===== config.mk =====
export PLATFORM = sky130hd
export DESIGN_NAME = prefix_subtractor_pipe
export DESIGN_NICKNAME = d
export VERILOG_FILES = /design/src/rtl/prefix_subtractor_pipe.sv
export SDC_FILE = /design/constraint.sdc
export NUM_CORES = 1
export LEC_CHECK = 0
export BUFFER_PORTS_ARGS = -buffer_cell sky130_fd_sc_hd__buf_2
export CAP_MARGIN = 20
export CORE_UTILIZATION = 45
export DETAILED_ROUTE_END_ITERATION = 10
export MAX_ROUTING_LAYER = met4
export PLACE_DENSITY = 0.62
export SYNTH_ARGS = -nofsm -noshare
export SYNTH_HDL_FRONTEND = slang
export SYNTH_SLANG_ARGS = --single-unit

===== constraint.sdc =====
create_clock -name clk -period 4.2 [get_ports clk]
set_clock_uncertainty 0.1 [all_clocks]
set_input_delay 0.84 -clock clk [delete_from_list [all_inputs] [get_ports clk]]
set_output_delay 0.84 -clock clk [all_outputs]
set_load 0.01 [all_outputs]

===== src/rtl/prefix_subtractor_pipe.sv =====
// Pipelined Sklansky prefix subtractor: diff = a + ~b + 1, one prefix level per stage.
// Optional status flags (zero/negative/overflow) enabled by defining PREFIX_SUB_FLAGS_EN.
module prefix_subtractor_pipe #(
    parameter int LEVELS = 3,
    parameter int WIDTH  = 2**LEVELS
) (
    input  logic             clk,
    input  logic             rst,
    input  logic             in_valid,
    output logic             in_ready,
    input  logic [WIDTH-1:0] a,
    input  logic [WIDTH-1:0] b,
    output logic             out_valid,
    input  logic             out_ready,
    output logic [WIDTH-1:0] diff,
    output logic             borrow_out
`ifdef PREFIX_SUB_FLAGS_EN
    ,
    output logic             zero,
    output logic             negative,
    output logic             overflow
`endif
);

    // S0..S_LEVELS carry g/p/x; column 0 is the carry-in, column c is bit c-1
    localparam int NS = LEVELS + 1;

    logic [NS-1:0]    v_q;
    logic [WIDTH:0]   g_q [NS];
    logic [WIDTH:0]   p_q [NS];
    logic [WIDTH-1:0] x_q [NS];
`ifdef PREFIX_SUB_FLAGS_EN
    logic [NS-1:0]    am_q;
    logic [NS-1:0]    bm_q;
    logic             zero_q;
    logic             neg_q;
    logic             ovf_q;
    logic             ovf_d;
`endif

    logic             vo_q;
    logic [WIDTH-1:0] diff_q;
    logic             borrow_q;
    logic [WIDTH-1:0] diff_d;
    logic             borrow_d;

    logic [NS-1:0]    adv;
    logic             advo;
    logic             acc;
    logic [WIDTH:0]   lg [LEVELS];
    logic [WIDTH:0]   lp [LEVELS];
    logic             unused_p;

    // Ready chain from the consumer back to the operand source
    always_comb begin
        logic rdy;
        advo = vo_q & out_ready;
        rdy  = ~vo_q | out_ready;
        adv  = '0;
        for (int n = NS - 1; n >= 0; n--) begin
            adv[n] = v_q[n] & rdy;
            rdy    = ~v_q[n] | rdy;
        end
        in_ready = rdy;
    end

    assign acc = in_valid & in_ready;

    // Sklansky level k+1: odd blocks of size 2**k absorb the block below
    always_comb begin
        for (int k = 0; k < LEVELS; k++) begin
            lg[k] = g_q[k];
            lp[k] = p_q[k];
            for (int j = 0; j < WIDTH; j++) begin
                if (((j >> k) & 1) == 1) begin
                    lg[k][j] = g_q[k][j]
                             | (p_q[k][j] & g_q[k][((j >> k) << k) - 1]);
                    lp[k][j] = p_q[k][j] & p_q[k][((j >> k) << k) - 1];
                end
            end
        end
    end

    // Final sum: carries into bits 0..W-1 are the prefix generates
    always_comb begin
        diff_d   = x_q[LEVELS] ^ g_q[LEVELS][WIDTH-1:0];
        borrow_d = ~(g_q[LEVELS][WIDTH]
                   | (p_q[LEVELS][WIDTH] & g_q[LEVELS][WIDTH-1]));
`ifdef PREFIX_SUB_FLAGS_EN
        ovf_d    = (am_q[LEVELS] != bm_q[LEVELS])
                 && (diff_d[WIDTH-1] != am_q[LEVELS]);
`endif
    end

    assign unused_p = ^p_q[LEVELS][WIDTH-1:0];

    // Prefix stages: load on upstream transfer, empty when drained
    always_ff @(posedge clk or posedge rst) begin
        if (rst) begin
            v_q <= '0;
            for (int n = 0; n < NS; n++) begin
                g_q[n] <= '0;
                p_q[n] <= '0;
                x_q[n] <= '0;
            end
`ifdef PREFIX_SUB_FLAGS_EN
            am_q <= '0;
            bm_q <= '0;
`endif
        end else begin
            if (acc) begin
                v_q[0] <= 1'b1;
                g_q[0] <= {a & ~b, 1'b1};
                p_q[0] <= {a | ~b, 1'b1};
                x_q[0] <= a ^ ~b;
`ifdef PREFIX_SUB_FLAGS_EN
                am_q[0] <= a[WIDTH-1];
                bm_q[0] <= b[WIDTH-1];
`endif
            end else if (adv[0]) begin
                v_q[0] <= 1'b0;
            end
            for (int n = 1; n < NS; n++) begin
                if (adv[n-1]) begin
                    v_q[n] <= 1'b1;
                    g_q[n] <= lg[n-1];
                    p_q[n] <= lp[n-1];
                    x_q[n] <= x_q[n-1];
`ifdef PREFIX_SUB_FLAGS_EN
                    am_q[n] <= am_q[n-1];
                    bm_q[n] <= bm_q[n-1];
`endif
                end else if (adv[n]) begin
                    v_q[n] <= 1'b0;
                end
            end
        end
    end

    // Output register: holds while the consumer stalls
    always_ff @(posedge clk or posedge rst) begin
        if (rst) begin
            vo_q     <= 1'b0;
            diff_q   <= '0;
            borrow_q <= 1'b0;
`ifdef PREFIX_SUB_FLAGS_EN
            zero_q   <= 1'b0;
            neg_q    <= 1'b0;
            ovf_q    <= 1'b0;
`endif
        end else if (adv[NS-1]) begin
            vo_q     <= 1'b1;
            diff_q   <= diff_d;
            borrow_q <= borrow_d;
`ifdef PREFIX_SUB_FLAGS_EN
            zero_q   <= (diff_d == '0);
            neg_q    <= diff_d[WIDTH-1];
            ovf_q    <= ovf_d;
`endif
        end else if (advo) begin
            vo_q <= 1'b0;
        end
    end

    assign out_valid  = vo_q;
    assign diff       = diff_q;
    assign borrow_out = borrow_q;
`ifdef PREFIX_SUB_FLAGS_EN
    assign zero       = zero_q;
    assign negative   = neg_q;
    assign overflow   = ovf_q;
`endif

endmodule


==> run_results.csv, run 1 <==
group,metric,value,unit
status,status,"finished, final reports clean",
clock_network,clock_sinks,103,
clock_network,post_cts_repair_setup_buffers,0,
cells_and_area,syn2layout_area_growth,11.2,%
timing,timing_max_transition_violations_final,0,
timing,timing.setup.tns,0,ps
cells_and_area,post_route_cells_drive_above_1_share,0.256,
synthesis,synth.area.mux_share,0.203,
synthesis,yosys_warnings,0,
synthesis,synth.ff_latch_count,103,
min_path,hold_path_startpoint,"x_q[20]",
routing,post_detailed_route_drc_marker_count,0,
grt,track_usage,0.158,
floorplan,design.core.area,0.00928,mm²
placed_design,placement.io_buffers,30,
cells_and_area,nets,383,
timing,period_minus_slack,2960,ps
synthesis,post_synth_main_area_contributors,"sky130_fd_sc_hd__dfrtp_1, sky130_fd_sc_hd__mux2_2, sky130_fd_sc_hd__mux2_1",
clock_network,htree_levels,3,
timing,max_freq,0.338,GHz
clock_network,clkSlewWorstSetupHoldPaths,90,ps
setup_path,data_required_time_of_the_worst_path,3260,ps
min_path,hold_path_class,"reg2reg",
clock_network,cts_buffer_depth,2,
setup_path,worst_setup_path_end_kind,"output pin",
synthesis,syn_inst,315,
timing,rsz_0062_raised_after_global_routing,"no",
floorplan,die_width,100,µm
synthesis,synth_compound_area_frac,0.0650,
synthesis,postSynthNetCount,351,
setup_path,cp-startpoint,"out_ready",
synthesis,post_synth_fa_ha_maj_area_fraction,0.0462,
floorplan,num_rows,35,
synthesis,largest_family_of_logic_cells_by_synthesized_area,"multiplexers",
synthesis,netlist_area,0.00433,mm²
grt,number_of_antenna_violations_at_the_first_check_in_global_routing,0,
setup_path,worstRegToRegCells,3,
timing,finalSetupViolCount,0,
clock_network,clock-root-buffer,"sky130_fd_sc_hd__clkbuf_8",
cells_and_area,layout_commonest_cell,"sky130_fd_sc_hd__dfrtp_1",
pwr,max-vdd-ir-drop,0.207,mV
setup_path,critPathKind,"in2out",
setup_path,worst-r2r-setup-slack,1940,ps
synthesis,synth-xor-area-share,0.0162,
floorplan,die-height,100,µm
setup_path,rr_endpoint,"g_q[29]",
timing,slew_headroom,0.383,
cells_and_area,most-common-layout-cells,"sky130_fd_sc_hd__dfrtp_1, sky130_fd_sc_hd__mux2_2, sky130_fd_sc_hd__mux2_1",
clock_network,clock_insertion_delay_at_the_later_pin_of_the_skew_report,350,ps
clock_network,post_cts_hold_buffer_count,0,
placed_design,place_hpwl,4560,µm
cells_and_area,number_of_filler_instances_in_the_final_layout,837,
setup_path,critical_path.reg2reg.startpoint,"v_q[2]",
setup_path,setup.worst_path.start_class,"input pin",
floorplan,dieArea,0.0100,mm²
clock_network,cts_tree,"built",
clock_network,cts_inserted_buffers,9,
routing,firstDrtPassIters,4,
routing,routed_wire_length,6800,µm
synthesis,post_synthesis_mean_instance_area,13.7,µm²
min_path,hold_path_depth,1,
pwr,leakage_power,2.21,nW
floorplan,initial_utilization,0.466,
cells_and_area,number_of_antenna_diodes,0,
setup_path,worstPathArrival,2020,ps
placed_design,gpl.final_weighted_congestion,0.749,
synthesis,seq_area_frac_synth,0.595,
routing,avgRoutedWirePerCell,14.1,µm
synthesis,yosysUniqueCellTypes,28,
job,maxCapViolations,0,
timing,worst_pin_slew,922,ps
clock_network,ctsResizeCount,0,
routing,dr.first_iter.drc_count,68,
setup_path,endpoint,"in_ready",
synthesis,synth_top_area_cell,"sky130_fd_sc_hd__dfrtp_1",
grt,grt_max_degree,104,
grt,grt_first_pass_wirelength,11700,µm
pwr,pwr_density_cell,581,mW/mm²
routing,avgViaCountPerCell,4.90,
cells_and_area,final_core_utilization,0.519,
routing,detailroute.via_count,2356,
grt,number_of_global_route_vias_before_repair,2352,
floorplan,design.portCount,31,
timing,fin_crit_sh,0.704,
setup_path,critical_path_peak_fanout,8,
synthesis,synth_top_cell_area_share,0.595,
synthesis,synthSimpleGateAreaFrac,0.0295,
routing,final_antenna_net_count,0,
grt,globalRouteOverflowTotal,0,
timing,final_hold_violation_count,0,
## where the power goes
group / switching, mW / internal [mW] / leakage [nW]
Combinational: 0.267 / 0.337 / 0.920
Sequential: 0.188 / 1.31 / 1.18
Clock: 0.330 / 0.367 / 0.112
## metal layers
layer / track usage / wire, µm / vias up
met5: - / 0 / -
met4: 0.0669 / 113 / 0
met3: 0.0272 / 148 / 11
met2: 0.232 / 3090 / 27
met1: 0.218 / 3450 / 1177
li1: - / - / 1141
## logic make-up (layout without fill, tap and decap cells)
kind of cell,count (synthesis),in the layout
buf+inv,40,77
flops,103,103
compound gates,46,46
mux,79,79
xor+xnor,8,8
simple gates,23,23
fa+ha+maj,16,16
## worst max-delay path, cell delays in order
cell and delay, ps:
sky130_fd_sc_hd__buf_2 110, sky130_fd_sc_hd__nand4b_2 300, sky130_fd_sc_hd__nor2_1 500, sky130_fd_sc_hd__nand2_1 110, sky130_fd_sc_hd__buf_2 150
## layout make-up
type | count | area [µm²] | share of cell area
multi-input cells | 172 | 1560 | 0.324
well taps | 129 | 161 | 0.0335
clock inverters | 5 | 80.1 | 0.0166
flip-flops and latches | 103 | 2580 | 0.535
clock buffers | 11 | 151 | 0.0314
repair buffers | 31 | 170 | 0.0353
inverters | 30 | 115 | 0.0239
## stage by stage
stage | cell area [µm²] | power, mW | setup slack, ps | std cells | hold slack (ps)
3_5_place_dp | 4580 | 2.14 | 1250 | 465 | 374
5_1_grt | 4810 | 2.98 | 1110 | 481 | 400
3_3_place_gp | 4580 | 2.11 | 1290 | 465 | 366
6_report | 4810 | 2.80 | 1240 | 481 | 389
4_1_cts | 4810 | 2.84 | 1250 | 481 | 395
2_1_floorplan | 4330 | 1.96 | 556 | 315 | 352
## synthesized netlist by cell type, drive strengths merged
master,count
inv,30
o31ai,1
xor2,8
o22a,4
nand2b,4
o21ai,15
and4b,1
nand3b,1
nor2,2
clkbuf,1
nand4b,1
o21bai,1
a31oi,4
ha,16
mux2,71
nand3,3
nand2,11
buf,9
o22ai,3
dfrtp,103
mux2i,8
a21oi,18
## registers in the layout, indices dropped and copies added, names as in the netlist
register,flops
g_q,36
x_q,32
p_q,13
diff,8
lp,8
v_q,4
borrow_out,1
out_valid,1
## how the worst min path moves through the flow
stage	slack, ps	endpoint
after global routing	400	lp[13]
after CTS	390	x_q[9]
final	390	x_q[20]
after global placement	370	x_q[11]
after detailed placement	370	x_q[20]
after floorplan	350	lp[17]
Note: power is estimated with default switching activity, not from simulation.
==> inputs of run 2 (changes only) <==
- ABC_AREA: not set -> 1
- clock period: 4.2 -> 3.1 ns (I/O delays scaled with it)
==> run 2 against run 1 <==
Compared with the run above: utilization decreased by 0.67 points; total power up 41%; hold slack got worse by 210 ps; sequential power grew 39%; critical endpoint unchanged; highest routed layer unchanged.
==> run_results.csv, run 2 <==
group,metric,value,unit
timing,finalSetupViolCount,0,
synthesis,synth_top_cell_area_share,0.585,
synthesis,syn_inst,480,
synthesis,ys_dominant_reg_cell,"sky130_fd_sc_hd__dfrtp_1",
timing,worst_pin_slew,660,ps
pwr,max-vdd-ir-drop,0.300,mV
synthesis,synth.ff_latch_count,103,
synthesis,synth_commonest_cells,"sky130_fd_sc_hd__nand2_1, sky130_fd_sc_hd__dfrtp_1, sky130_fd_sc_hd__nand3_1",
clock_network,clock_insertion_delay_at_the_later_pin_of_the_skew_report,360,ps
synthesis,synth.most_common_cell,"sky130_fd_sc_hd__nand2_1",
clock_network,post_cts_repair_setup_buffers,0,
setup_path,worstPathArrival,1660,ps
cells_and_area,number_of_antenna_diodes,0,
pwr,power.share.switching,0.360,
cells_and_area,layout_commonest_cell,"sky130_fd_sc_hd__nand2_1",
floorplan,die_width,101,µm
grt,globalRouteOverflowTotal,0,
placed_design,place_area,0.00462,mm²
timing,timing.setup.tns,0,ps
placed_design,place_hpwl,5300,µm
min_path,hold_path_class,"in2async",
cells_and_area,most-common-layout-cells,"sky130_fd_sc_hd__nand2_1, sky130_fd_sc_hd__dfrtp_1, sky130_fd_sc_hd__nand3_1",
routing,post_detailed_route_drc_marker_count,0,
routing,final_antenna_net_count,0,
clock_network,clkSlewWorstSetupHoldPaths,100,ps
clock_network,htree_levels,3,
synthesis,yosys_warnings,0,
placed_design,gpl.final_weighted_congestion,0.744,
cells_and_area,registers.top_by_ff_count,"g_q",
grt,grt_first_pass_wirelength,13400,µm
timing,max_freq,0.421,GHz
grt,number_of_antenna_violations_at_the_first_check_in_global_routing,0,
timing,timing.hold.ws,180,ps
grt,grt_max_degree,82,
setup_path,worst-r2r-setup-slack,1400,ps
pwr,cellInternalPower,2.52,mW
grt,number_of_global_route_vias_before_repair,2869,
routing,avgRoutedWirePerCell,11.8,µm
placed_design,worst_slack_after_detailed_placement,714,ps
setup_path,critPathKind,"in2out",
floorplan,dieArea,0.0102,mm²
cells_and_area,syn2layout_area_growth,8.86,%
cells_and_area,layout_top_registers,"g_q: 36 flops, x_q: 32 flops, p_q: 13 flops",
timing,final_hold_violation_count,0,
synthesis,async_flop_share,1.00,
pwr,share_clk_of_total_power,0.194,
setup_path,worstRegToRegCells,6,
timing,period_minus_slack,2380,ps
status,status,"finished, final reports clean",
cells_and_area,seq_area,0.00258,mm²
clock_network,ctsResizeCount,0,
pwr,power_frac_seq,0.530,
grt,track_usage,0.175,
floorplan,num_rows,35,
floorplan,design.core.area,0.00937,mm²
timing,fin_crit_sh,0.766,
cells_and_area,instances_no_fill,636,
cells_and_area,design_area,0.00480,mm²
pwr,leakage_power,2.54,nW
synthesis,yosysUniqueCellTypes,21,
synthesis,synth_edf_count,0,
timing,slew_headroom,0.560,
cells_and_area,post_route_cells_drive_above_1_share,0.118,
synthesis,postSynthNetCount,516,
cells_and_area,number_of_filler_instances_in_the_final_layout,947,
setup_path,data_required_time_of_the_worst_path,2380,ps
pwr,comb_power_share,0.276,
synthesis,netlist_area,0.00441,mm²
setup_path,rr_endpoint,"p_q[21]",
routing,dr.first_iter.drc_count,122,
timing,rsz_0062_raised_after_global_routing,"no",
pwr,net-switching-power,1.42,mW
routing,detailroute.via_count,2991,
clock_network,post_cts_hold_buffer_count,0,
clock_network,clock_sinks,103,
routing,avgViaCountPerCell,4.70,
floorplan,die-height,101,µm
job,maxCapViolations,0,
synthesis,seq_area_frac_synth,0.585,
synthesis,post_synth_main_area_contributors,"sky130_fd_sc_hd__dfrtp_1, sky130_fd_sc_hd__nand2_1, sky130_fd_sc_hd__nand3_1",
floorplan,initial_utilization,0.470,
setup_path,critical_path.reg2reg.startpoint,"out_valid",
pwr,pwr_density_cell,821,mW/mm²
synthesis,post_synthesis_mean_instance_area,9.18,µm²
placed_design,placed_cells_incl_taps,620,
cells_and_area,nets,538,
synthesis,synth_top_area_cell,"sky130_fd_sc_hd__dfrtp_1",
placed_design,placement.io_buffers,30,
clock_network,cts_tree,"built",
floorplan,design.portCount,31,
cells_and_area,largest_register_ff_count,36,
setup_path,critical_path_peak_fanout,27,
routing,firstDrtPassIters,4,
clock_network,clock-root-buffer,"sky130_fd_sc_hd__clkbuf_8",
routing,routed_wire_length,7530,µm
cells_and_area,multi_input_area,0.00156,mm²
clock_network,cts_inserted_buffers,9,
setup_path,setup.worst_path.start_class,"input pin",
setup_path,worst_setup_path_end_kind,"output pin",
clock_network,cts_buffer_depth,2,
timing,setup_ws,725,ps
timing,timing_max_transition_violations_final,0,
run 2: cell types whose count changed in the layout (fill, tap and decap cells not counted), sizes merged, moves of 4 or more:
cell,previous run,this run
nand2,11,190
o22a,4,0
o21ai,15,19
nand3,3,58
nand2b,4,0
mux2,71,0
a31oi,4,0
xnor2,0,8
nor2,2,9
xor2,8,0
a21oi,18,22
mux2i,8,0
run 2: power by group through the flow:
stage          clock [mW]  combinational, mW  sequential, mW
4_1_cts             0.793               1.11            2.10
3_5_place_dp            0               1.11            2.12
2_1_floorplan           0              0.880            2.07
5_1_grt             0.848               1.31            2.15
3_3_place_gp            0               1.08            2.11
6_report            0.764               1.09            2.09
run 2: critical path: stages:
cell and delay [ps]:
sky130_fd_sc_hd__buf_2 90, sky130_fd_sc_hd__inv_1 100, sky130_fd_sc_hd__nand3_2 120, sky130_fd_sc_hd__nor2_4 190, sky130_fd_sc_hd__nand3_4 280, sky130_fd_sc_hd__buf_2 250
run 2: metrics by stage:
stage,total power [mW],utilization
4_1_cts,4.00,0.512
2_1_floorplan,2.95,-
3_5_place_dp,3.23,0.493
5_1_grt,4.30,0.512
3_3_place_gp,3.19,0.493
6_report,3.94,0.512
run 2: per-layer routing:
metal  part of all wire  routed length [µm]  GRT usage
met5                  0                   0          -
met4              0.017                 127     0.0669
met3              0.026                 197     0.0354
met2               0.45                3410      0.280
met1               0.50                3790      0.220
run 2: cell type report:
cell class	instances	share of cell area
sequential	103	0.537
multi-input combinational	322	0.326
timing repair buffer	34	0.0402
tap	129	0.0336
clock buffer	9	0.0258
inverter	32	0.0258
clock inverter	7	0.0117
run 2: how the worst max path moves through the flow:
stage	from	end	slack, ps	depth (start not counted)
final	out_ready	in_ready	720	6
after global placement	out_ready	in_ready	730	6
after floorplan	out_ready	in_ready	1090	5
after global routing	out_valid	in_ready	590	4
after CTS	out_valid	in_ready	710	4
after detailed placement	out_ready	in_ready	710	6
run 2: cells by family (layout without fill, tap and decap cells):
group                    count (synthesis)  count (layout)  share of synthesized area
AO/OA/AOI/OAI                           41              41                     0.0474
buffers and inverters                   55              82                     0.0608
adder cells (fa/ha/maj)                 16              16                     0.0454
AND/OR/NAND/NOR                        257             257                      0.246
XOR/XNOR                                 8               8                     0.0159
flip-flops                             103             103                      0.585
==> inputs of run 3 (changes only) <==
- clock period: 3.1 -> 2.3 ns (I/O delays scaled with it)
==> run 3 against run 2 <==
Compared with the run above: count of clock-buffer cells in the layout grew 1; non-clock buffer count grew 7; utilization grew 1.2 points; die area is the same; flip-flop and latch count is the same; critical path depth shrank 2; total power grew 40%; combinational power grew 37%; clock power grew 56%; critical endpoint unchanged; largest cell class unchanged.
==> run_results.csv, run 3 (same netlist as run 2, synthesis figures left out) <==
group,metric,value,unit
clock_network,clock-root-buffer,"sky130_fd_sc_hd__clkbuf_8",
timing,final_hold_violation_count,0,
timing,finalSetupViolCount,0,
routing,post_detailed_route_drc_marker_count,0,
clock_network,cts_tree,"built",
setup_path,critical_path_peak_fanout,12,
setup_path,data_required_time_of_the_worst_path,1740,ps
pwr,p_total,5.51,mW
clock_network,clkSlewWorstSetupHoldPaths,100,ps
placed_design,gpl.final_weighted_congestion,0.752,
clock_network,cts_inserted_buffers,9,
clock_network,cts_buffer_depth,2,
routing,avgRoutedWirePerCell,11.8,µm
cells_and_area,largest_register_ff_count,36,
clock_network,post_cts_repair_setup_buffers,0,
setup_path,critical_path.reg2reg.startpoint,"out_valid",
timing,timing.hold.ws,2.91,ps
grt,track_usage,0.181,
pwr,leakage_power,2.59,nW
cells_and_area,number_of_filler_instances_in_the_final_layout,954,
placed_design,placed_cells_incl_taps,627,
floorplan,initial_utilization,0.470,
cells_and_area,syn2layout_area_growth,11.4,%
cells_and_area,nets,545,
setup_path,worstPathArrival,1500,ps
cells_and_area,design_area,0.00491,mm²
setup_path,setup.worst_path.start_class,"flip-flop",
floorplan,design.portCount,31,
setup_path,worst_setup_path_end_kind,"output pin",
routing,final_antenna_net_count,0,
grt,globalRouteOverflowTotal,0,
placed_design,place_area,0.00469,mm²
timing,slew_headroom,0.545,
routing,detailroute.via_count,3039,
grt,number_of_antenna_violations_at_the_first_check_in_global_routing,0,
timing,rsz_0062_raised_after_global_routing,"no",
job,maxCapViolations,0,
cells_and_area,most-common-layout-cells,"sky130_fd_sc_hd__nand2_1, sky130_fd_sc_hd__dfrtp_1, sky130_fd_sc_hd__nand3_1",
timing,period_minus_slack,2060,ps
cells_and_area,post_route_cells_drive_above_1_share,0.130,
pwr,pwr_density_cell,1120,mW/mm²
placed_design,placement.io_buffers,30,
setup_path,cp-startpoint,"out_valid",
clock_network,htree_levels,3,
clock_network,clock_insertion_delay_at_the_later_pin_of_the_skew_report,360,ps
floorplan,num_rows,35,
clock_network,ctsResizeCount,0,
status,status,"finished, final reports clean",
timing,timing_max_transition_violations_final,0,
clock_network,post_cts_hold_buffer_count,0,
timing,setup_ws,241,ps
cells_and_area,layout_commonest_cell,"sky130_fd_sc_hd__nand2_1",
routing,routed_wire_length,7610,µm
placed_design,place_hpwl,5650,µm
cells_and_area,instances_no_fill,643,
timing,worst_pin_slew,682,ps
grt,grt_max_degree,39,
cells_and_area,number_of_antenna_diodes,0,
grt,number_of_global_route_vias_before_repair,3068,
cells_and_area,seq_area,0.00258,mm²
timing,max_freq,0.486,GHz
floorplan,design.core.area,0.00937,mm²
clock_network,clock_sinks,103,
routing,firstDrtPassIters,4,
timing,timing.setup.tns,0,ps
cells_and_area,layout_top_registers,"g_q: 36 flops, x_q: 32 flops, p_q: 13 flops",
pwr,max-vdd-ir-drop,0.405,mV
floorplan,die-height,101,µm
cells_and_area,final_core_utilization,0.524,
placed_design,worst_slack_after_detailed_placement,374,ps
routing,avgViaCountPerCell,4.73,
cells_and_area,registers.top_by_ff_count,"g_q",
grt,grt_first_pass_wirelength,13900,µm
cells_and_area,multi_input_area,0.00156,mm²
floorplan,die_width,101,µm
floorplan,dieArea,0.0102,mm²
routing,dr.first_iter.drc_count,116,
timing,fin_crit_sh,0.895,
setup_path,critPathKind,"reg2out",
min_path,hold_path_class,"in2async",
## run 3: cell types whose count changed in the layout (fill, tap and decap cells not counted), moves of 2 or more
cell / before / now
sky130_fd_sc_hd__buf_12: 1 / 3
sky130_fd_sc_hd__buf_4: 3 / 8
sky130_fd_sc_hd__clkinv_4: 3 / 0
sky130_fd_sc_hd__inv_8: 0 / 2
## run 3: final timing paths
| path | to | cells past startpoint | slack (ps) |
|---|---|---|---|
| worst min register to register | g_q[14] | 2 | 380 |
| min in group clk | out_valid | 4 | 280 |
| worst max-delay path | in_ready | 4 | 240 |
| worst min-delay path | diff[2] | 2 | 3 |
| max in group asynchronous | lp[26] | 4 | 1400 |
| worst max register to register | x_q[27] | 6 | 770 |
## run 3: power breakdown
group          switching, mW  leakage, nW  internal [mW]
combinational          0.902         1.21          0.588
sequential             0.397         1.28           2.43
clock                  0.639        0.103          0.552
## run 3: per-layer routing
metal | share of wire | GRT usage
met4 | 0.027 | 0.0881
met1 | 0.49 | 0.223
met2 | 0.46 | 0.292
met3 | 0.024 | 0.0277
met5 | 0 | -
## run 3: final cells by class
| type | count | area share |
|---|---|---|
| sequential | 103 | 0.525 |
| multi-input combinational | 322 | 0.318 |
| tap | 129 | 0.0329 |
| timing repair buffer | 41 | 0.0551 |
| clock inverter | 6 | 0.0155 |
| inverter | 32 | 0.0252 |
| clock buffer | 10 | 0.0280 |
## run 3: critical path, stage by stage (launching register included)
cell	delay, ps
sky130_fd_sc_hd__dfrtp_1	430
sky130_fd_sc_hd__nand3_2	140
sky130_fd_sc_hd__nor2_4	180
sky130_fd_sc_hd__nand3_4	190
sky130_fd_sc_hd__buf_2	190
